`config.mk`:
```
export PLATFORM = sky130hd
export DESIGN_NAME = sel_share_arbiter
export DESIGN_NICKNAME = d
export VERILOG_FILES = /design/src/rtl/sel_arb_pkg.sv /design/src/rtl/sel_arb_pick.sv /design/src/rtl/sel_share_arbiter.sv
export SDC_FILE = /design/constraint.sdc
export NUM_CORES = 1
export LEC_CHECK = 0
export BUFFER_PORTS_ARGS = -buffer_cell sky130_fd_sc_hd__buf_2
export CAP_MARGIN = 30
export CORE_UTILIZATION = 45
export DETAILED_ROUTE_END_ITERATION = 12
export PLACE_DENSITY = 0.73
export SETUP_SLACK_MARGIN = 0.3
export SKIP_LAST_GASP = 1
export SLEW_MARGIN = 20
export SYNTH_ARGS = -nofsm -noshare
export SYNTH_HDL_FRONTEND = slang
export SYNTH_SLANG_ARGS = --single-unit
export TNS_END_PERCENT = 50
```
`constraint.sdc`:
```
create_clock -name clk -period 1.4 [get_ports clk]
set_clock_uncertainty 0.1 [all_clocks]
set_input_delay 0.07 -clock clk [delete_from_list [all_inputs] [get_ports clk]]
set_output_delay 0.07 -clock clk [all_outputs]
set_load 0.02 [all_outputs]
```
`src/rtl/sel_arb_pkg.sv`:
```
// Shared types and helpers for the selector-sharing arbiter.
// Round-robin arbitration is enabled by defining SEL_ARB_RR_EN.
package sel_arb_pkg;

  typedef enum logic {
    IDLE = 1'b0,
    BUSY = 1'b1
  } state_t;

  function automatic int idx_w(input int n);
    return (n > 1) ? $clog2(n) : 1;
  endfunction

  function automatic logic [31:0] onehot(input int idx);
    return 32'd1 << idx;
  endfunction

  function automatic int encode(input logic [31:0] vec);
    int r;
    r = 0;
    for (int i = 0; i < 32; i++) begin
      if (vec[i]) r = i;
    end
    return r;
  endfunction

endpackage

```
`src/rtl/sel_arb_pick.sv`:
```
// Combinational masked picker: first set bit of req & ~mask, searching upward from base.
// base is driven with zero when SEL_ARB_RR_EN is not defined.
module sel_arb_pick
  import sel_arb_pkg::*;
#(
  parameter int NUM_REQ = 2,
  parameter int IDX_W   = idx_w(NUM_REQ)
) (
  input  logic [NUM_REQ-1:0] req,
  input  logic [NUM_REQ-1:0] mask,
  input  logic [IDX_W-1:0]   base,
  output logic [NUM_REQ-1:0] win_onehot,
  output logic [IDX_W-1:0]   win_idx,
  output logic               any
);

  logic [NUM_REQ-1:0] cand;
  int                 pos;

  always_comb begin
    cand       = req & ~mask;
    win_onehot = '0;
    win_idx    = '0;
    any        = 1'b0;
    pos        = 0;
    for (int i = 0; i < NUM_REQ; i++) begin
      pos = (int'(base) + i) % NUM_REQ;
      if (!any && cand[pos]) begin
        any        = 1'b1;
        win_idx    = IDX_W'(pos);
        win_onehot = NUM_REQ'(onehot(pos));
      end
    end
  end

endmodule

```
`src/rtl/sel_share_arbiter.sv`:
```
// Shares one registered output among NUM_REQ requesters with hold-until-release grants
// and an optional hold-time preemption. Define SEL_ARB_RR_EN for round-robin arbitration.
module sel_share_arbiter
  import sel_arb_pkg::*;
#(
  parameter int                NUM_REQ     = 2,
  parameter int                DATA_W      = 4,
  parameter logic [DATA_W-1:0] DEFAULT_VAL = DATA_W'(4'h4),
  parameter int                MAX_HOLD    = 8
) (
  input  logic                      clk,
  input  logic                      rst_n,
  input  logic [NUM_REQ-1:0]        req,
  input  logic [NUM_REQ*DATA_W-1:0] req_data,
  output logic [NUM_REQ-1:0]        gnt,
  output logic                      gnt_valid,
  output logic [DATA_W-1:0]         out_data,
  output logic                      timeout
);

  localparam int IDX_W  = idx_w(NUM_REQ);
  localparam int HOLD_W = (MAX_HOLD > 0) ? $clog2(MAX_HOLD + 1) : 1;

  state_t              state;
  logic [HOLD_W-1:0]   hold_cnt;
  logic [NUM_REQ-1:0]  mask;
  logic [IDX_W-1:0]    base;
  logic [NUM_REQ-1:0]  win_onehot;
  logic [IDX_W-1:0]    win_idx;
  logic                any;
  logic [IDX_W-1:0]    owner;
  logic                hold_last;
  logic [DATA_W-1:0]   data_arr [NUM_REQ];

  genvar gi;
  generate
    for (gi = 0; gi < NUM_REQ; gi++) begin : g_unpack
      assign data_arr[gi] = req_data[gi*DATA_W +: DATA_W];
    end
  endgenerate

  // gnt is one-hot while BUSY, so the owner index is recovered from it directly.
  assign owner     = IDX_W'(encode(32'(gnt)));
  assign hold_last = (MAX_HOLD != 0) && (hold_cnt == HOLD_W'(MAX_HOLD - 1));

`ifdef SEL_ARB_RR_EN
  logic [IDX_W-1:0] rr_ptr;
  assign base = rr_ptr;
`else
  assign base = '0;
`endif

  sel_arb_pick #(
    .NUM_REQ(NUM_REQ),
    .IDX_W  (IDX_W)
  ) u_pick (
    .req       (req),
    .mask      (mask),
    .base      (base),
    .win_onehot(win_onehot),
    .win_idx   (win_idx),
    .any       (any)
  );

  always_ff @(posedge clk or negedge rst_n) begin
    if (!rst_n) begin
      state     <= IDLE;
      gnt       <= '0;
      gnt_valid <= 1'b0;
      out_data  <= DEFAULT_VAL;
      timeout   <= 1'b0;
      hold_cnt  <= '0;
      mask      <= '0;
`ifdef SEL_ARB_RR_EN
      rr_ptr    <= '0;
`endif
    end else begin
      timeout <= 1'b0;
      case (state)
        IDLE: begin
          out_data <= DEFAULT_VAL;
          mask     <= '0;
          if (any) begin
            gnt       <= win_onehot;
            gnt_valid <= 1'b1;
            hold_cnt  <= '0;
            state     <= BUSY;
`ifdef SEL_ARB_RR_EN
            rr_ptr    <= (win_idx == IDX_W'(NUM_REQ - 1)) ? '0 : win_idx + 1'b1;
`endif
          end
        end
        BUSY: begin
          out_data <= data_arr[owner];
          if (!req[owner]) begin
            gnt       <= '0;
            gnt_valid <= 1'b0;
            state     <= IDLE;
          end else if (hold_last) begin
            // Preempted owner sits out exactly one arbitration.
            gnt       <= '0;
            gnt_valid <= 1'b0;
            timeout   <= 1'b1;
            mask      <= gnt;
            state     <= IDLE;
          end else if (hold_cnt != '1) begin
            hold_cnt <= hold_cnt + 1'b1;
          end
        end
        default: state <= IDLE;
      endcase
    end
  end

endmodule

```
==> After elaboration in Yosys (flattened, before gate mapping) <==
Index checks and enable logic that the tools add are counted.
{ "totals": {"ram_bits": 0, "latchBits": 0, "output_inout_bits": 8, "mem_count": 0, "regBits": 15, "in_bits": 12, "elab_cells": 61, "mem_bits_ro": 0} }
{ "classes": {"multipliers": 0, "n_bitwise": 4, "order_cmp": 2, "shift": 0, "mux": 34, "reduce_logical": 5, "add_sub_neg": 1, "n_div": 0, "n_eq_ne": 8} }
{ "ops": {"columns": ["operator", "count"], "rows": [
  ["$mux W4", 7],
  ["$pmux W4 S2", 2],
  ["$mux W1", 15],
  ["$mux W2", 6],
  ["$pmux W2 S2", 2],
  ["$ne A2 B1 Y1 const B", 3],
  ["$add A4 B1 Y4 const B", 1],
  ["$eq A4 B3 Y1 const B", 1],
  ["$ne A2 B2 Y1 const B", 2],
  ["$ne A4 B4 Y1 const B", 1],
  ["$pmux W1 S2", 2],
  ["$reduce_and A2 Y1", 2],
  ["$reduce_and A4 Y1", 1],
  ["$ne A3 B3 Y1 const B", 1],
  ["$and A2 B2 Y2", 1],
  ["$ge A2 B2 Y1 const B", 1],
  ["$lt A1 B2 Y1 const B", 1],
  ["$not A1 Y2", 1],
  ["$not A2 Y2", 1],
  ["$logic_and A1 B1 Y1", 1],
  ["$logic_not A1 Y1", 1],
  ["$not A1 Y1", 1]
]} }

==> Depth between registers and ports, before layout <==
Gate-level depths: netlist (run 1).
{ "logic_depth": {"depth_word": 8, "ltp_mapped": 4} }

==> Cells and area by module <==
A second synthesis (run 1) with hierarchy kept.
{ "hier_totals": {"hier_cells": 73, "hier_area_um2": 765.7} }
{ "modules_own_cells": {"columns": ["module", "area_each_um2", "cells_each", "instances"], "rows": [
  ["sel_share_arbiter", 716.9, 66, 1],
  ["sel_arb_pick", 48.8, 7, 1]
]} }

==> Worst setup path before layout (run 1) <==
No wires, ideal clock.
{ "synth_path": {"path_kind": "register to register", "from": "reg hold_cnt[0]", "to": "reg hold_cnt[0]", "setup_slack_ns": -0.142, "t_arrival_ns": 1.362, "synth_period_minus_slack_ns": 1.542, "setup_time_ns": 0.080, "stages_incl_launch_ff": 5, "n_path_buf": 0, "cell_sequence": "dfrtp_1 -> ha_1 -> and2_2 -> or4_1 -> o211ai_2"} }
{ "synth_between": {"elab_chain_len": 5} }
{ "synth_lines": {"columns": ["element", "line", "text"], "rows": [
  ["from (decl)", "sel_share_arbiter.sv:25", "logic [HOLD_W-1:0] hold_cnt;"],
  ["from (signal assigned)", "sel_share_arbiter.sv:107", "hold_cnt <= hold_cnt + 1'b1;"],
  ["$add A4 B1 Y4", "sel_share_arbiter.sv:107", null],
  ["$mux W4", "sel_share_arbiter.sv:106", "end else if (hold_cnt != '1) begin"],
  ["$mux W4", "sel_share_arbiter.sv:99", "end else if (hold_last) begin"],
  ["$mux W4", "sel_share_arbiter.sv:95", "if (!req[owner]) begin"],
  ["$pmux W4 S2", "sel_share_arbiter.sv:79", "case (state)"]
]} }
Parallel ways exist; a longest one is shown, timed or not. The select of a mux whose other input is x is not followed.
A chain may end at the register's enable or synchronous reset.

==> Worst setup path in the final report (run 1) <==
{ "layout_path": {"from": "reg hold_cnt[1]", "to": "reg hold_cnt[0]"} }
{ "layout_between": {"elab_chain_len": 3} }
{ "layout_lines": {"columns": ["element", "line"], "rows": [
  ["$ne A4 B4 Y1 / $eq A4 B3 Y1 (equally long branches)", "sel_share_arbiter.sv:106, sel_share_arbiter.sv:44"],
  ["$ne A2 B1 Y1 (no line) / $ne A2 B2 Y1 (equally long branches)", null],
  ["$reduce_and A4 Y1 (no line) *", null]
]} }
Mark *: on every way between the ends. The rest lies on a longest branch, timed or not.

==> impl_metrics.tcl, run 1 <==
set metrics [dict create \
    htree_levels 1 \
    ys_async_sr_fraction_pct 100.0 \
    path_clk_slew_ns 0.09 \
    cp.required_ns 1.52 \
    fin_cells 132 \
    cp-start-kind "flip-flop" \
    grt_pass1_wl_um 3422 \
    max_freq_mhz 688.3 \
    critPathCapture "hold_cnt[0]$_DFFE_PN0P_" \
    path_cells "ha_2, and2_4, or4_4, o211ai_2" \
    multi_input_area_um2 381.6 \
    path_buf_inv 0 \
    coreArea_um2 1541 \
    die_w_um 43.02 \
    yosysTopAreaCell "dfrtp_1" \
    ant_nets 0 \
    grt_max_degree 16 \
    syn_nets 85 \
    grt_pass1_vias 737 \
    place.gp.congestion 0.8547 \
    critPathSlowestCell "or4_4" \
    grt_use_total_pct 25.75 \
    cts_sinks 15 \
    num_rows 14 \
    arrival_ns 1.57 \
    post-route-period-util_pct 103.8 \
    r2r_end "hold_cnt[0]$_DFFE_PN0P_" \
    fillers 113 \
    hp-class "in2reg" \
    cp_slowest_stage_delay_ns 0.47 \
    ff2ff_setup_slack_ns -0.05 \
    start_util_pct 49.11 \
    path_depth 4 \
    syn_area_per_cell_um2 10.51 \
    timing.rr.start "hold_cnt[1]$_DFFE_PN0P_" \
    grt_antenna_before_repair 0 \
    yosysMostFrequentCell "dfrtp_1" \
    ys_types 34 \
    power_leakage_uw 0.0005244 \
    wl_per_cell_um 15.76 \
    die-area_um2 1850 \
    power_density_nw_per_um2 1560 \
    wl_um 2080 \
    die_y_um 43.02 \
    register_area_um2 377.9 \
    drc 0 \
    synth_edf_count 0 \
    grt_overflow 0 \
    dp_cells 115 \
    fin_ws_ns -0.05286 \
    rsz0062_at_grt "true" \
    critical_path_class "reg2reg" \
    fin_crit_ns 1.453 \
    drive_above_1_share_pct 44.83 \
    tightest_slew_ns 0.3056 \
    synth-seq-area-share_pct 49.75 \
    fin_util_pct 72.89 \
    max-slew-margin-rel_pct 79.22 \
    maxSlewViolCount 0 \
    finalHoldViolations 0 \
    path_max_fanout 2 \
    ys_ff_latch 15 \
    drt-vias-per-instance 5.720 \
    synth_commonest_cells "dfrtp_1 (14), a21oi_1 (5), mux2i_1 (5), nor2_1 (5), nand3_1 (4)" \
    synth_cells 72 \
    rr_worst_depth 4 \
    numCtsBuffers 3 \
    cts_buffer_depth 2 \
    synthTopCellsByArea "dfrtp_1 (46%), mux2i_1 (6.6%), dfstp_2 (3.5%)" \
    crit_family "simple AND/OR/NAND/NOR gates" \
    root_buffer "clkbuf_4" \
    failed_checks "negative setup slack" \
    syn_area_um2 757.0 \
    drv_cap 0 \
    dp_hpwl_um 1256 \
    num_vias 755 \
    insertedDiodeCount 0 \
    io_buffer_count 19 \
    ys_warn_count 0 \
    synth_top_area_share_pct 46.28 \
    area_growth_pct 48.43 \
    ys.flop_type "dfrtp_1" \
    first_pass_iters 4 \
    dr.first_iter.drc_count 12 \
    ir_drop_mv 1.224 \
    setup_viol 2 \
    endpoint_kind "flip-flop" \
    critPathLaunch "hold_cnt[1]$_DFFE_PN0P_" \
    final_net_count 130 \
    io_pins 20 \
    run_status "finished, violations left" \
    clock_latency_ns 0.29 \
    cts_tree "done" \
]
state kept, by name, indices dropped and copies added (netlist names):
name / count
gnt: 2
hold_cnt: 4
out_data: 4
timeout: 1
mask: 2
gnt_valid: 1
state: 1
routing by layer:
metal,wire (um),GRT usage [%],share of wire (%)
met1,930,33.88,45
met2,1004,40.30,48
met3,91,4.681,4.4
met4,53,13.33,2.5
met5,0,0,0
placed cells by master (no fill, tap or decap), types with 2 or more instances in the layout:
master	n
dfrtp_1	13
nor2b_1	2
o21ai_1	3
nand2_1	2
nor2_1	5
nand2b_1	2
dlygate4sd3_1	11
buf_4	13
a21oi_2	4
clkbuf_4	3
inv_1	3
a31oi_1	2
mux2i_1	4
a21oi_1	2
o211ai_1	2
nand3_1	3
buf_2	19
worst register-to-register path, cell delays in order, from the launching register on:
cell and delay [ns]:
dfrtp_1 0.39, ha_2 0.20, and2_4 0.14, or4_4 0.47, o211ai_2 0.08
final cells by class:
class                           count  share of cell area [%]
Clock buffer                        4                   2.339
Tap cell                           16                   1.782
Sequential cell                    15                   33.63
Inverter                            4                   1.336
Timing Repair Buffer               43                   26.95
Multi-Input combinational cell     50                   33.96
cell families after synthesis:
family                     Yosys count  share of synthesized area, %
and+or+nand+nor                     24                         18.18
buffers and inverters                7                         5.123
adders and majority gates            1                         1.653
AOI/OAI and AO/OA                   19                         16.69
muxes                                6                         8.595
DFF                                 15                         49.75
power by group:
part	internal, uW	leakage (uW)	total (uW)	switching, uW
sequential	561	0.000191	662	101
combinational	379	0.000318	840	461
clock	111	0.0000150	251	140
through the flow:
step	power, uW	area, um2	setup TNS [ns]	hold WS (ns)	setup slack [ns]
after floorplan	1101	759.5	-0.09181	-0.3256	-0.09181
after global placement	1382	933.4	-0.04540	-0.1135	-0.04540
after detailed placement	1408	933.4	-0.08548	-0.1109	-0.08548
after CTS	1734	1122	-0.1038	0.04097	-0.08660
after global routing	1853	1124	-0.2676	0.06368	-0.06568
final	1753	1124	-0.07578	0.05555	-0.05286
what timing repair did:
item / in CTS / in global routing
gates resized for setup: 11 / 1
hold buffers: 11 / 0
buffers inserted: 2 / 0
pin swaps: 9 / 7
hold endpoints to repair: 21 / 0
endpoints found under the setup margin: 13 / 17
how the worst min path moves through the flow:
stage,from,endpoint,slack (ns),depth (start not counted)
global placement,rst_n,out_data[3]$_DFF_PN0_,-0.11,1
CTS,req[1],mask[1]$_DFFE_PN0P_,0.04,3
detailed placement,rst_n,out_data[3]$_DFF_PN0_,-0.11,1
floorplan,rst_n,gnt[0]$_DFFE_PN0P_,-0.33,0
finish,req[1],mask[1]$_DFFE_PN0P_,0.06,3
global route,req[1],mask[1]$_DFFE_PN0P_,0.06,3
No activity file was read; power rests on OpenSTA's default activity.
==> inputs of run 2 (changes only) <==
--- a/config.mk
+++ b/config.mk
@@ -9,11 +9,12 @@
 export CAP_MARGIN = 30
 export CORE_UTILIZATION = 45
 export DETAILED_ROUTE_END_ITERATION = 12
-export PLACE_DENSITY = 0.73
+export PLACE_DENSITY = 0.72
 export SETUP_SLACK_MARGIN = 0.3
 export SKIP_LAST_GASP = 1
 export SLEW_MARGIN = 20
 export SYNTH_ARGS = -nofsm -noshare
 export SYNTH_HDL_FRONTEND = slang
+export SYNTH_HIERARCHICAL = 1
 export SYNTH_SLANG_ARGS = --single-unit
 export TNS_END_PERCENT = 50
==> run 2 against run 1 <==
  * The flow still finishes with violations (negative setup slack)
  * Utilization decreased by 1.6 points
  * Design area decreased by 2.2%
  * Synthesized area rose by 1.2%
==> impl_metrics.tcl, run 2 <==
set metrics [dict create \
    syn_area_per_cell_um2 10.49 \
    switching_power_uw 715.4 \
    final_net_count 123 \
    synth_commonest_cells "dfrtp_1 (14), mux2i_1 (6), a21oi_1 (5), inv_1 (5), nor2_1 (5)" \
    fillers 116 \
    start_util_pct 49.68 \
    register_area_um2 377.9 \
    syn_area_um2 765.7 \
    place.gp.congestion 0.7158 \
    grt_pass1_wl_um 3160 \
    wl_met2_um 1050 \
    wl_met1_um 806 \
    drc 0 \
    synth_cells 73 \
    max_freq_mhz 714.1 \
    io_buffer_count 19 \
    grt_antenna_before_repair 0 \
    grt_overflow 0 \
    synthTopCellsByArea "dfrtp_1 (46%), mux2i_1 (7.8%), dfstp_2 (3.4%)" \
    ys_ff_latch 15 \
    dp_cells 110 \
    cts_buffer_depth 2 \
    internal_power_uw 1038 \
    cp_slowest_stage_delay_ns 0.43 \
    pwr-share-clk_pct 15.1 \
    holdWs_ns 0.1020 \
    cp.required_ns 1.52 \
    hp-class "in2async" \
    fin_crit_ns 1.400 \
    drv_cap 0 \
    ys.flop_type "dfrtp_1" \
    numCtsBuffers 3 \
    first_pass_iters 4 \
    ys_types 29 \
    endpoint_kind "flip-flop" \
    ys_warn_count 6 \
    cp-start-kind "flip-flop" \
    yosysTopAreaCell "dfrtp_1" \
    grt_pass1_vias 686 \
    die-area_um2 1871 \
    num_rows 14 \
    failed_checks "negative setup slack" \
    dp_hpwl_um 1233 \
    ys_async_sr_fraction_pct 100.0 \
    die_w_um 43.25 \
    critPathSlowestCell "dfrtp_1" \
    arrival_ns 1.52 \
    post-route-period-util_pct 100.0 \
    dr.first_iter.drc_count 14 \
    combPwrFrac_pct 45.7 \
    die_y_um 43.25 \
    num_vias 673 \
    synth_edf_count 0 \
    wl_met3_um 73 \
    maxSlewViolCount 0 \
    power_density_nw_per_um2 1596 \
    root_buffer "clkbuf_4" \
    area_growth_pct 43.46 \
    rr_worst_depth 5 \
    htree_levels 1 \
    run_status "finished, violations left" \
    power_leakage_uw 0.0005323 \
    synth_top_area_share_pct 45.75 \
    setup_viol 1 \
    layout_common_cells "buf_2 (19), dfrtp_1 (13), dlygate4sd3_1 (10)" \
    fin_ws_ns -0.0002705 \
    multi_input_area_um2 414.1 \
    coreArea_um2 1541 \
    rsz0062_at_grt "true" \
    insertedDiodeCount 0 \
    path_max_fanout 4 \
    reg_top3 "hold_cnt: 4 flops, out_data: 4 flops" \
    io_pins 20 \
    grt_max_degree 16 \
    final_common_cell "buf_2" \
    cts_sinks 15 \
    sw_frac_of_total_pct 40.80 \
    yosysMostFrequentCell "dfrtp_1" \
    finalHoldViolations 0 \
    ant_nets 0 \
    clock_latency_ns 0.29 \
    fin_cells 125 \
    drive_above_1_share_pct 38.53 \
    wl_per_cell_um 15.90 \
    seqPwrFrac_pct 39.2 \
    synth-seq-area-share_pct 49.18 \
    ir_drop_mv 0.8872 \
    path_clk_slew_ns 0.10 \
    grt_use_total_pct 24.27 \
    critical_path_class "reg2reg" \
    wl_um 1987 \
    cts_tree "done" \
    path_cells "ha_4, buf_4, nand3b_1, nand2_2, o22ai_1" \
    highest_layer "met4" \
    drt-vias-per-instance 5.384 \
]
==> run 2: cell types whose count changed after synthesis, sizes merged, moves of 2 or more <==
cell    delta
o211ai     -2
o21ai      +2
o22ai      +3
nand2      +2
a31oi      -2
mux2i      +2
==> run 2: power groups by stage <==
stage,registers (uW),logic [uW],clock network [uW]
2_1_floorplan,724,417,0
3_3_place_gp,663,664,0
3_5_place_dp,674,689,0
4_1_cts,684,800,261
5_1_grt,698,880,271
6_report,687,801,265
==> run 2: worst paths after layout <==
check,start,to,slack [ns]
hold / removal,rst_n,mask[1]$_DFFE_PN0P_,0.10
hold reg to reg,gnt_valid$_DFFE_PN0P_,gnt_valid$_DFFE_PN0P_,0.46
setup reg to reg,hold_cnt[1]$_DFFE_PN0P_,gnt_valid$_DFFE_PN0P_,-0.0003
setup / recovery,hold_cnt[1]$_DFFE_PN0P_,gnt_valid$_DFFE_PN0P_,-0.0003
max in group asynchronous,rst_n,out_data[2]$_DFF_PN1_,0.81
min in group clk,req[1],mask[0]$_DFFE_PN0P_,0.17
==> run 2: area by class of cell <==
| class | instances | area share (%) |
|---|---|---|
| tap | 16 | 1.822 |
| timing repair buffer | 35 | 21.87 |
| inverter | 5 | 1.708 |
| clock inverter | 1 | 0.4556 |
| multi-input combinational | 50 | 37.70 |
| clock buffer | 3 | 2.050 |
| sequential | 15 | 34.40 |
==> run 2: per-layer routing <==
layer / vias up / track usage (%)
met5: - / 0
met1: 317 / 28.57
met4: 0 / 13.33
met3: 7 / 3.404
li1: 327 / -
met2: 22 / 41.79
==> run 2: logic make-up after synthesis <==
| kind of cell | Yosys count | share of synthesized area [%] |
|---|---|---|
| compound gates | 20 | 17.16 |
| fa+ha+maj | 1 | 1.634 |
| buf+inv | 9 | 6.535 |
| flops | 15 | 49.18 |
| mux | 8 | 11.60 |
| other cells | 1 | 0.4897 |
| simple gates | 19 | 13.40 |
==> run 2: worst max-delay path: cells and delay by family (launching register included) <==
| kind | cells | cell delay, ns |
|---|---|---|
| adder cells (fa/ha/maj) | 1 | 0.18 |
| AO/OA/AOI/OAI | 1 | 0.15 |
| AND/OR/NAND/NOR | 2 | 0.32 |
| flip-flops | 1 | 0.43 |
| buffers and inverters | 1 | 0.14 |
==> run 2: timing repair <==
action / 4_1_cts / 5_1_grt
hold endpoints to repair: 20 / 0
hold buffers: 10 / 0
pin swaps: 7 / 2
setup buffers: 1 / 0
gates resized for setup: 11 / 0
setup endpoints to repair: 13 / 15
==> run 2: through the flow <==
stage	utilization, %	cell area, um2	setup TNS, ns	setup slack (ns)	power [uW]
floorplan	-	785.8	0	0.07934	1141
global placement	58.85	907.1	0	0.04430	1327
detailed placement	58.85	907.1	-0.03983	-0.03983	1363
CTS	71.27	1099	-0.01553	-0.01553	1744
global route	71.27	1099	-0.1069	-0.03872	1849
finish	71.27	1099	-0.0002705	-0.0002705	1753
